===== config.mk =====
export PLATFORM = sky130hd
export DESIGN_NAME = rvz_fetch_ctrl
export DESIGN_NICKNAME = d
export VERILOG_FILES = /design/src/rtl/rvz_fetch_ctrl.sv
export SDC_FILE = /design/constraint.sdc
export NUM_CORES = 1
export LEC_CHECK = 0
export ABC_CLOCK_PERIOD_IN_PS = 12700
export CAP_MARGIN = 20
export CORE_AREA = 2 2 212 214
export CTS_CLUSTER_SIZE = 16
export DETAILED_ROUTE_END_ITERATION = 12
export DIE_AREA = 0 0 214 216
export HOLD_SLACK_MARGIN = 0.1
export PLACE_DENSITY = 0.67
export SLEW_MARGIN = 25
export SYNTH_ARGS = -nofsm -noshare
export SYNTH_HDL_FRONTEND = slang
export SYNTH_SLANG_ARGS = --single-unit
export TNS_END_PERCENT = 20

===== constraint.sdc =====
create_clock -name clk -period 12.7 [get_ports clk]
set_input_delay 1.905 -clock clk [delete_from_list [all_inputs] [get_ports clk]]
set_output_delay 1.905 -clock clk [all_outputs]
set_load 0.05 [all_outputs]

===== src/rtl/rvz_fetch_ctrl.sv =====
// -----------------------------------------------------------------------------
// rvz_fetch_ctrl
//
// Fetch sequencer for the RISC-V Zero front end. Generates the fetch PC,
// issues instruction-memory requests on a valid/ready channel, pairs the
// in-order responses with their PCs and buffers them in a small queue that
// feeds decode. A branch redirect retargets the PC, flushes the queue and
// marks every in-flight request for discard.
//
// Parameters
//   FIFO_DEPTH  instruction queue entries; also caps outstanding + queued
//               (power of two, >= 2)
//   RESET_PC    fetch address after reset
//
// Ports
//   clk             clock, all state on rising edge
//   reset           synchronous active-low reset
//   redirect_valid  one-cycle pulse: restart fetch at redirect_pc
//   redirect_pc     redirect target, bits [1:0] ignored
//   imem_req_valid  request valid (credit available and no redirect)
//   imem_req_ready  memory accepts request
//   imem_req_addr   request address (= fetch_pc)
//   imem_rsp_valid  response word valid (in request order)
//   imem_rsp_data   instruction word
//   inst_valid      queue head valid to decode
//   inst_ready      decode accepts head
//   inst_pc         PC of head instruction
//   inst_data       head instruction word
// -----------------------------------------------------------------------------
module rvz_fetch_ctrl #(
  parameter int          FIFO_DEPTH = 2,
  parameter logic [63:0] RESET_PC   = 64'h0
) (
  input  logic        clk,
  input  logic        reset,
  input  logic        redirect_valid,
  input  logic [63:0] redirect_pc,
  output logic        imem_req_valid,
  input  logic        imem_req_ready,
  output logic [63:0] imem_req_addr,
  input  logic        imem_rsp_valid,
  input  logic [31:0] imem_rsp_data,
  output logic        inst_valid,
  input  logic        inst_ready,
  output logic [63:0] inst_pc,
  output logic [31:0] inst_data
);

  localparam int CW = $clog2(FIFO_DEPTH + 1);
  localparam int PW = $clog2(FIFO_DEPTH);

  localparam logic [CW-1:0] CNT_ONE  = CW'(1);
  localparam logic [CW-1:0] CNT_ZERO = '0;
  localparam logic [PW-1:0] PTR_ONE  = PW'(1);
  localparam logic [CW:0]   CREDIT_MAX = (CW+1)'(FIFO_DEPTH);

  logic [63:0]   fetch_pc;
  logic [CW-1:0] out_cnt;
  logic [CW-1:0] drop_cnt;
  logic [CW-1:0] q_cnt;

  // Tag queue: one PC per outstanding request, in request order.
  logic [63:0]   tag_mem [FIFO_DEPTH];
  logic [PW-1:0] tag_wr;
  logic [PW-1:0] tag_rd;

  // Instruction queue: {pc, data} pairs waiting for decode.
  logic [63:0]   iq_pc   [FIFO_DEPTH];
  logic [31:0]   iq_data [FIFO_DEPTH];
  logic [PW-1:0] iq_wr;
  logic [PW-1:0] iq_rd;

  logic [CW:0]   in_flight;
  logic          req_fire;
  logic          rsp_fire;
  logic          rsp_keep;
  logic          inst_pop;
  logic [CW-1:0] out_cnt_nxt;
  logic [CW-1:0] q_cnt_nxt;
  logic [CW-1:0] drop_on_redirect;

  logic          unused_redirect_lsb;
  assign unused_redirect_lsb = ^redirect_pc[1:0];

  // Credit counts queued words even if decode pops them this cycle, so the
  // decision depends only on registered state and redirect_valid.
  assign in_flight      = {1'b0, out_cnt} + {1'b0, q_cnt};
  assign imem_req_valid = (in_flight < CREDIT_MAX) && !redirect_valid;
  assign imem_req_addr  = fetch_pc;

  assign inst_valid = (q_cnt != CNT_ZERO);
  assign inst_pc    = iq_pc[iq_rd];
  assign inst_data  = iq_data[iq_rd];

  assign req_fire = imem_req_valid && imem_req_ready;
  // A response with nothing outstanding is a protocol violation; ignore it.
  assign rsp_fire = imem_rsp_valid && (out_cnt != CNT_ZERO);
  assign rsp_keep = rsp_fire && (drop_cnt == CNT_ZERO) && !redirect_valid;
  assign inst_pop = inst_valid && inst_ready && !redirect_valid;

  always_comb begin
    out_cnt_nxt = out_cnt;
    if (req_fire) out_cnt_nxt = out_cnt_nxt + CNT_ONE;
    if (rsp_fire) out_cnt_nxt = out_cnt_nxt - CNT_ONE;
  end

  always_comb begin
    q_cnt_nxt = q_cnt;
    if (rsp_keep) q_cnt_nxt = q_cnt_nxt + CNT_ONE;
    if (inst_pop) q_cnt_nxt = q_cnt_nxt - CNT_ONE;
  end

  // On redirect every request still outstanding after this cycle belongs to
  // the old path; a response arriving in the redirect cycle is dropped
  // directly and so is not counted.
  always_comb begin
    drop_on_redirect = out_cnt;
    if (rsp_fire) drop_on_redirect = out_cnt - CNT_ONE;
  end

  always_ff @(posedge clk) begin
    if (!reset) begin
      fetch_pc <= RESET_PC;
      out_cnt  <= '0;
      drop_cnt <= '0;
      q_cnt    <= '0;
      tag_wr   <= '0;
      tag_rd   <= '0;
      iq_wr    <= '0;
      iq_rd    <= '0;
      for (int i = 0; i < FIFO_DEPTH; i++) begin
        tag_mem[i] <= '0;
        iq_pc[i]   <= '0;
        iq_data[i] <= '0;
      end
    end else begin
      if (redirect_valid) begin
        fetch_pc <= {redirect_pc[63:2], 2'b00};
      end else if (req_fire) begin
        fetch_pc <= fetch_pc + 64'd4;
      end

      if (req_fire) begin
        tag_mem[tag_wr] <= fetch_pc;
        tag_wr          <= tag_wr + PTR_ONE;
      end
      if (rsp_fire) begin
        tag_rd <= tag_rd + PTR_ONE;
      end
      out_cnt <= out_cnt_nxt;

      if (redirect_valid) begin
        drop_cnt <= drop_on_redirect;
      end else if (rsp_fire && (drop_cnt != CNT_ZERO)) begin
        drop_cnt <= drop_cnt - CNT_ONE;
      end

      if (redirect_valid) begin
        q_cnt <= '0;
        iq_wr <= '0;
        iq_rd <= '0;
      end else begin
        if (rsp_keep) begin
          iq_pc[iq_wr]   <= tag_mem[tag_rd];
          iq_data[iq_wr] <= imem_rsp_data;
          iq_wr          <= iq_wr + PTR_ONE;
        end
        if (inst_pop) begin
          iq_rd <= iq_rd + PTR_ONE;
        end
        q_cnt <= q_cnt_nxt;
      end
    end
  end

endmodule

==> reports/qor.yml, run 1 <==
status: "finished clean"
hold_class: "reg2reg"
hp-start: "tag_rd"
synth_most_common_cell: "edfxtp_1"
num_io_pins: 264
ys.flop_type: "edfxtp_1"
drtAntennaViolNets: 0
core.rowCount: 77
pwr-share-seq: 0.429
cts_inserted_buffers: 41
p_clk_frac: 0.362
grt_setup_unrepaired: "no"
portBuffers: 257
synth_xor_area_frac: 0.0237
cts_max_level: 2
syn_inst: 1404
drtIter0Drc: 1118
start_kind: "primary input"
clock_latency_ps: 540
synth.distinct_cells: 65
setup_total_negative_slack_ps: 0
gp_congestion: 0.802
viasPerCell: 5.26
finClkSkew_ps: 19.5
fp.dieW_microns: 214
nFillCells: 3791
total_leakage_power_nw: 7.93
drive_gt1_frac: 0.129
worst_pin_slew_ps: 1070
clkTransAtPathRegs_ps: 60
clkSinkCount: 386
synth_top_area_frac: 0.539
holdBufCountCts: 0
synth_area_leaders: "edfxtp_1, dfxtp_1, mux2_2"
synthArstFlopShare: 0
synthSimpleGateAreaFrac: 0.178
synth_common_cells: "edfxtp_1, nor2_1, and2_1"
power_frac_comb: 0.209
core_area_sq_um: 43800
ys_seq_elements: 386
muxShareOfSynthArea: 0.0989
overflow: 0
fp.dieH_microns: 216
worstSetupPathType: "in2out"
ctsResizeCount: 0
syn_area_per_cell_sq_um: 12.4
power.internal_w: 0.00258
wl_per_cell_microns: 21.0
die_area_sq_um: 46200
fmax_mhz: 185
ir_worst_vdd_v: 0.0000770
setup_viol_count_final: 0
synth_top_family_by_area: "simple AND/OR/NAND/NOR gates"
worst_slack_ps: 7280
grt_usage: 0.202
nNetsFinal: 1741
drv_slew: 0
syn2layout_area_growth_pct: 26.8
cp_data_required_time_ps: 10800
tritoncts: "done"
hpwl_mm: 30.7
grt_pass1_vias: 11660
critPathCaptureType: "output port"
p_sw_w: 0.00107
reg2reg_slack_ps: 8850
via_count: 11896
synth_edf_count: 312
initial_core_util: 0.397
post_cts_buffers: 0
grt_max_degree: 70
drtPass1Iterations: 5
drt-total-wl_mm: 47.4
drc: 0
switching_share: 0.294
synth_compound_area_frac: 0.0461
grt_pass1_wl_mm: 71.5
synth_warnings: 0
root_buffer: "clkbuf_16"
final.period_utilization: 0.427
period_needed_ps: 5420
yosysSeqAreaShare: 0.624
antenna_found_initial: 3
cap_violations: 0
worstPathArrival_ps: 3510
syn_area_sq_um: 17400
synth_largest_area_cell: "edfxtp_1"
clk_path_buf_depth: 3
final-hold-violation-count: 0
pre_cts_slack_ps: 7160
slew_headroom: 0.283
synthAdderAreaFrac: 0.00403
timing.rr.start: "q_cnt[0]"
powerDensity_nw_per_um2: 165
crit_start: "redirect_valid"
crit_fanout: 56
## kinds of logic after synthesis
family / count (synthesis)
buffers and inverters: 109
muxes: 160
AOI/OAI and AO/OA: 131
and+or+nand+nor: 565
adders and majority gates: 5
DFF: 386
other: 1
xor gates and xnor gates: 47
## path summary, 6_finish.rpt
path,to,cells after the start
min reg2reg,flip-flop,2
max,imem_req_valid,4
max reg2reg,tag_mem[1][7],8
min,flip-flop,2
## stage by stage
stage | instance area, sq um | std cells | hold slack (ps) | power (W) | utilization
after global routing | 22100 | 2259 | 553 | 0.00377 | 0.503
after floorplan | 17400 | 1407 | 481 | 0.00209 | -
after CTS | 22100 | 2259 | 516 | 0.00367 | 0.503
final | 22100 | 2260 | 515 | 0.00365 | 0.503
after detailed placement | 20600 | 2183 | 501 | 0.00236 | 0.469
after global placement | 20600 | 2183 | 494 | 0.00235 | 0.469
## sequential cells by signal, summed over array words and instances (netlist names), named ones only
register       cells
drop_cnt           2
imem_req_addr     62
iq_data           64
iq_pc            124
iq_rd              1
iq_wr              1
out_cnt            2
q_cnt              2
tag_mem          124
tag_rd             1
tag_wr             1
## routing by layer
| metal | wire (microns) | vias up | global-route usage |
|---|---|---|---|
| met5 | 27 | - | 0 |
| met4 | 1190 | 4 | 0.0622 |
| met3 | 3400 | 78 | 0.0447 |
| met2 | 22100 | 448 | 0.327 |
| met1 | 20600 | 5785 | 0.271 |
| li1 | - | 5581 | - |
## power by group through the flow
stage	clock network, W	registers (W)	logic, W
6_report	0.00132	0.00157	0.000763
5_1_grt	0.00139	0.00158	0.000807
4_1_cts	0.00134	0.00157	0.000770
3_5_place_dp	0	0.00159	0.000767
3_3_place_gp	0	0.00159	0.000760
2_1_floorplan	0	0.00161	0.000476
## cell usage in the layout, fill, tap and decap left out, types with 28 or more instances in the layout
cell             Yosys  routed
nor2_1             156     154
nand3_1             29      28
clkdlybuf4s50_1      0     255
a21oi_1             30      30
mux2_2              95      95
xor2_1              28      28
dfxtp_1             74      71
clkbuf_16            0      43
and3_1              67      66
o21ai_0             52      52
and2_1             130     130
nand4_1             32      32
edfxtp_1           312     312
mux2i_1             65      65
nand2_1             66      64
## critical path, cell delays in order
cell	delay [ps]
buf_2	90
buf_4	300
nor3_1	250
clkdlybuf4s50_1	920
## cell type report
type,instances,area [sq um],area share
clock inverters,24,349,0.0158
diodes,1,2.50,0.000113
multi-input cells,912,6190,0.280
repair buffers,277,2710,0.123
flip-flops and latches,386,10900,0.492
well taps,592,741,0.0336
inverters,16,60.1,0.00272
clock buffers,52,1150,0.0521
No activity file was read; power rests on OpenSTA's default activity.
==> inputs of run 2 (changes only) <==
- ABC_CLOCK_PERIOD_IN_PS: 12700 -> 5450
- clock period: 12.7 -> 5.45 ns (I/O delays scaled with it)
==> run 2 against run 1 <==
Net effect: clock skew is 1.9 ps lower; power grew 130%; cell count grew 0.18%; flip-flop and latch count unchanged; routed wire length rose by 1.8%; largest power group unchanged.
==> reports/qor.yml, run 2 (synthesis results as in run 1) <==
crit_fanout: 4
path_cells: "inv_1, nor2_1, fa_1, nor3_1, clkdlybuf4s50_1"
setup_total_negative_slack_ps: 0
cpPeakStageDelay_ps: 920
fmax_mhz: 257
cp_data_required_time_ps: 4630
die_area_sq_um: 46200
worst_pin_slew_ps: 1070
drtIter0Drc: 1014
clkTransAtPathRegs_ps: 60
hp-start: "iq_rd"
via_count: 12112
root_buffer: "clkbuf_16"
hold_class: "reg2reg"
grt_setup_unrepaired: "no"
gp_congestion: 0.821
final_cell_mix: "edfxtp_1, clkdlybuf4s50_1, nor2_1"
cts_inserted_buffers: 42
period_needed_ps: 3890
final-hold-violation-count: 0
post_cts_buffers: 0
powerDensity_nw_per_um2: 382
tritoncts: "done"
core.rowCount: 77
holdBufCountCts: 0
timing.rr.start: "q_cnt[0]"
clock_latency_ps: 560
overflow: 0
critPathCaptureType: "output port"
power.internal_w: 0.00593
fp.dieH_microns: 216
fp.dieW_microns: 214
final_common_cell: "edfxtp_1"
hpwl_mm: 31.8
cap_violations: 0
worstPathArrival_ps: 3070
reg2reg_to: "tag_mem[1][47]"
p_total_w: 0.00843
grt_pass1_wl_mm: 73.1
antenna_found_initial: 2
worstSetupPathType: "reg2out"
critPathTopFamily: "buffers and inverters"
start_kind: "flip-flop"
core_area_sq_um: 43800
power_frac_comb: 0.210
grt_max_degree: 70
cts_max_level: 2
clk_path_buf_depth: 3
drv_slew: 0
drtAntennaViolNets: 0
total_leakage_power_nw: 7.95
ctsResizeCount: 0
hold-path-cell-count: 2
p_clk_frac: 0.356
worst-path-buf-inv: 2
pwr-share-seq: 0.434
viasPerCell: 5.35
setup_viol_count_final: 0
drtPass1Iterations: 7
drt-total-wl_mm: 48.2
critPathSlowestCell: "clkdlybuf4s50_1"
drc: 0
switching_share: 0.296
status: "finished clean"
grt_usage: 0.207
finClkSkew_ps: 17.6
reg2reg_slack_ps: 1700
nNetsFinal: 1746
p_sw_w: 0.00250
clkSinkCount: 386
initial_core_util: 0.397
num_io_pins: 264
drive_gt1_frac: 0.130
wl_per_cell_microns: 21.3
grt_pass1_vias: 12157
final.period_utilization: 0.714
slew_headroom: 0.278
reg2regPathDepth: 8
ir_worst_vdd_v: 0.000180
largestRegisters: "iq_pc x124, tag_mem x124, iq_data x64"
syn2layout_area_growth_pct: 26.9
portBuffers: 257
run 2: cell types whose count changed in the layout (fill, tap and decap cells not counted), sizes merged:
cell and delta:
bufinv -2, buf +4, clkinvlp -3, clkbuf +2
clkinv +4, inv -1
run 2: worst max path at each step:
stage                           endpoint            from  slack, ps  cells past startpoint
after floorplan           tag_mem[0][10]      out_cnt[0]        400                      7
after global placement    tag_mem[1][59]  imem_req_ready       1540                      6
after detailed placement  tag_mem[1][55]  imem_req_ready       1490                      6
after CTS                     inst_pc[2]       flip-flop       1490                      3
after global routing          inst_pc[2]       flip-flop       1430                      3
final                     imem_req_valid        q_cnt[0]       1560                      5
run 2: power by group through the flow:
stage / registers (W) / clock network, W / logic (W)
2_1_floorplan: 0.00374 / 0 / 0.00111
3_3_place_gp: 0.00371 / 0 / 0.00177
3_5_place_dp: 0.00372 / 0 / 0.00178
4_1_cts: 0.00366 / 0.00306 / 0.00179
5_1_grt: 0.00369 / 0.00317 / 0.00187
6_report: 0.00366 / 0.00300 / 0.00177
run 2: per-stage QoR:
step	util	area (sq um)	hold slack, ps	instances	worst slack (ps)
after floorplan	-	17400	481	1407	399
after global placement	0.470	20600	494	2187	1540
after detailed placement	0.470	20600	495	2187	1490
after CTS	0.503	22100	519	2263	1490
after global routing	0.503	22100	552	2263	1430
final	0.503	22100	520	2264	1560
run 2: layout make-up:
type | instances | area [sq um]
antenna | 1 | 2.50
clock buffer | 54 | 1170
clock inverter | 22 | 290
fill | 3829 | 21800
inverter | 16 | 60.1
multi-input combinational | 912 | 6190
sequential | 386 | 10900
tap | 592 | 741
timing repair buffer | 281 | 2760
run 2: layer usage:
layer	share of wire	GRT usage	wire length, microns
met1	0.43	0.269	20600
met3	0.069	0.0496	3330
met4	0.025	0.0601	1190
met5	0	0	0
met2	0.48	0.343	23100
run 2: tightest hold or removal path, stage by stage (launching register included):
cell     delay, ps
dfxtp_1        330
xnor2_1         80
nor2_1          70
==> inputs of run 3 (changes only) <==
- ABC_CLOCK_PERIOD_IN_PS: 5450 -> 3200
- PLACE_DENSITY: 0.67 -> 0.69
- clock period: 5.45 -> 3.2 ns (I/O delays scaled with it)
==> run 3 against run 2 <==
Net effect: clock power up 44%; combinational power up 79%; routed wire length down 0.55%; power up 62%; clock-buffer cell count down 5; sequential share of layout area down 0.24 points; flip-flop and latch count unchanged; worst hold slack worse by 200 ps; via count up 0.42%; sequential power up 70%; non-clock buffer count up 33; worst setup slack worse by 1400 ps; critical path type unchanged; largest cell class unchanged.
==> reports/qor.yml, run 3 (synthesis results as in run 1) <==
worstSetupPathType: "reg2out"
switching_share: 0.308
final_cell_mix: "edfxtp_1, clkdlybuf4s50_1, nor2_1"
nNetsFinal: 1777
fmax_mhz: 327
seq_area_sq_um: 10900
core.rowCount: 77
power.internal_w: 0.00947
drv_slew: 0
worstPathArrival_ps: 2580
clk_path_buf_depth: 3
gp_congestion: 0.877
cap_violations: 0
drtIter0Drc: 1167
grt_max_degree: 95
grt_pass1_vias: 11860
wl_per_cell_microns: 20.9
total_leakage_power_nw: 8.03
final.period_utilization: 0.956
drtAntennaViolNets: 0
drc: 0
period_needed_ps: 3060
root_buffer: "clkbuf_16"
crit_fanout: 28
p_clk_frac: 0.315
setup_viol_count_final: 0
start_kind: "flip-flop"
portBuffers: 257
grt_pass1_wl_mm: 71.8
clock_latency_ps: 560
grt_setup_unrepaired: "no"
cp_data_required_time_ps: 2720
worst_pin_slew_ps: 770
num_io_pins: 264
power_frac_comb: 0.231
p_sw_w: 0.00422
cts_max_level: 2
worst_slack_ps: 139
largestRegisters: "iq_pc x124, tag_mem x124, iq_data x64"
drtPass1Iterations: 5
powerDensity_nw_per_um2: 618
overflow: 0
slew_headroom: 0.487
grt_usage: 0.202
core_area_sq_um: 43800
die_area_sq_um: 46200
hold_class: "in2reg"
pre_cts_slack_ps: 139
setup_total_negative_slack_ps: 0
clkSinkCount: 386
viasPerCell: 5.31
fp.dieH_microns: 216
finClkSkew_ps: 26.7
status: "finished clean"
insertedDiodeCount: 0
cts_inserted_buffers: 40
drive_gt1_frac: 0.144
final-hold-violation-count: 0
syn2layout_area_growth_pct: 27.5
ir_worst_vdd_v: 0.000309
drt-total-wl_mm: 48.0
p_total_w: 0.0137
nFillCells: 3790
initial_core_util: 0.397
hpwl_mm: 32.4
antenna_found_initial: 0
holdBufCountCts: 0
final_common_cell: "edfxtp_1"
critPathCaptureType: "output port"
multi_input_area_sq_um: 6200
clkTransAtPathRegs_ps: 60
fp.dieW_microns: 214
via_count: 12163
pwr-share-seq: 0.453
tritoncts: "done"
## run 3: cell types whose count changed in the layout (fill, tap and decap cells not counted), moves of 4 or more
cell / change
buf_4: +24
bufinv_16: -6
buf_12: +10
clkinv_1: +5
clkbuf_16: -4
## run 3: power groups by stage
stage	Combinational [W]	Clock, W	Sequential [W]
after floorplan	0.00192	0	0.00636
after global placement	0.00314	0	0.00630
after detailed placement	0.00318	0	0.00632
after CTS	0.00320	0.00439	0.00622
after global routing	0.00334	0.00458	0.00625
final	0.00317	0.00432	0.00621
## run 3: cell type report
cell class / count / share of cell area
Clock buffer: 49 / 0.0476
Clock inverter: 22 / 0.00575
Inverter: 16 / 0.00271
Multi-Input combinational cell: 912 / 0.280
Sequential cell: 386 / 0.490
Tap cell: 592 / 0.0334
Timing Repair Buffer: 314 / 0.141
## run 3: worst paths after layout
path,startpoint,end,slack (ps),depth (start not counted)
worst max register to register,q_cnt[0],imem_req_addr[52],210,8
worst min register to register,iq_rd,flip-flop,520,2
worst max-delay path,flip-flop,inst_pc[58],140,3
worst min-delay path,reset,imem_req_addr[27],320,3
## run 3: per-stage QoR
stage	cells	utilization	instance area (sq um)	hold slack (ps)
global placement	2220	0.479	21000	496
global route	2291	0.506	22200	345
detailed placement	2220	0.479	21000	503
CTS	2291	0.506	22200	296
finish	2291	0.506	22200	324
floorplan	1407	-	17500	481
## run 3: layer usage
| layer | global-route usage | part of all wire |
|---|---|---|
| met1 | 0.272 | 0.43 |
| met4 | 0.0580 | 0.023 |
| met5 | 0 | 0 |
| met2 | 0.324 | 0.47 |
| met3 | 0.0481 | 0.075 |
## run 3: worst max-delay path, cell delays in order (launching register included)
cell and delay [ps]:
dfxtp_4 630, buf_12 260, mux2_2 380, clkdlybuf4s50_1 730
## run 3: what timing repair did
item | 4_1_cts | 5_1_grt
setup endpoints to repair | 0 | 1
resized for setup | 0 | 1
setup buffers | 0 | 0
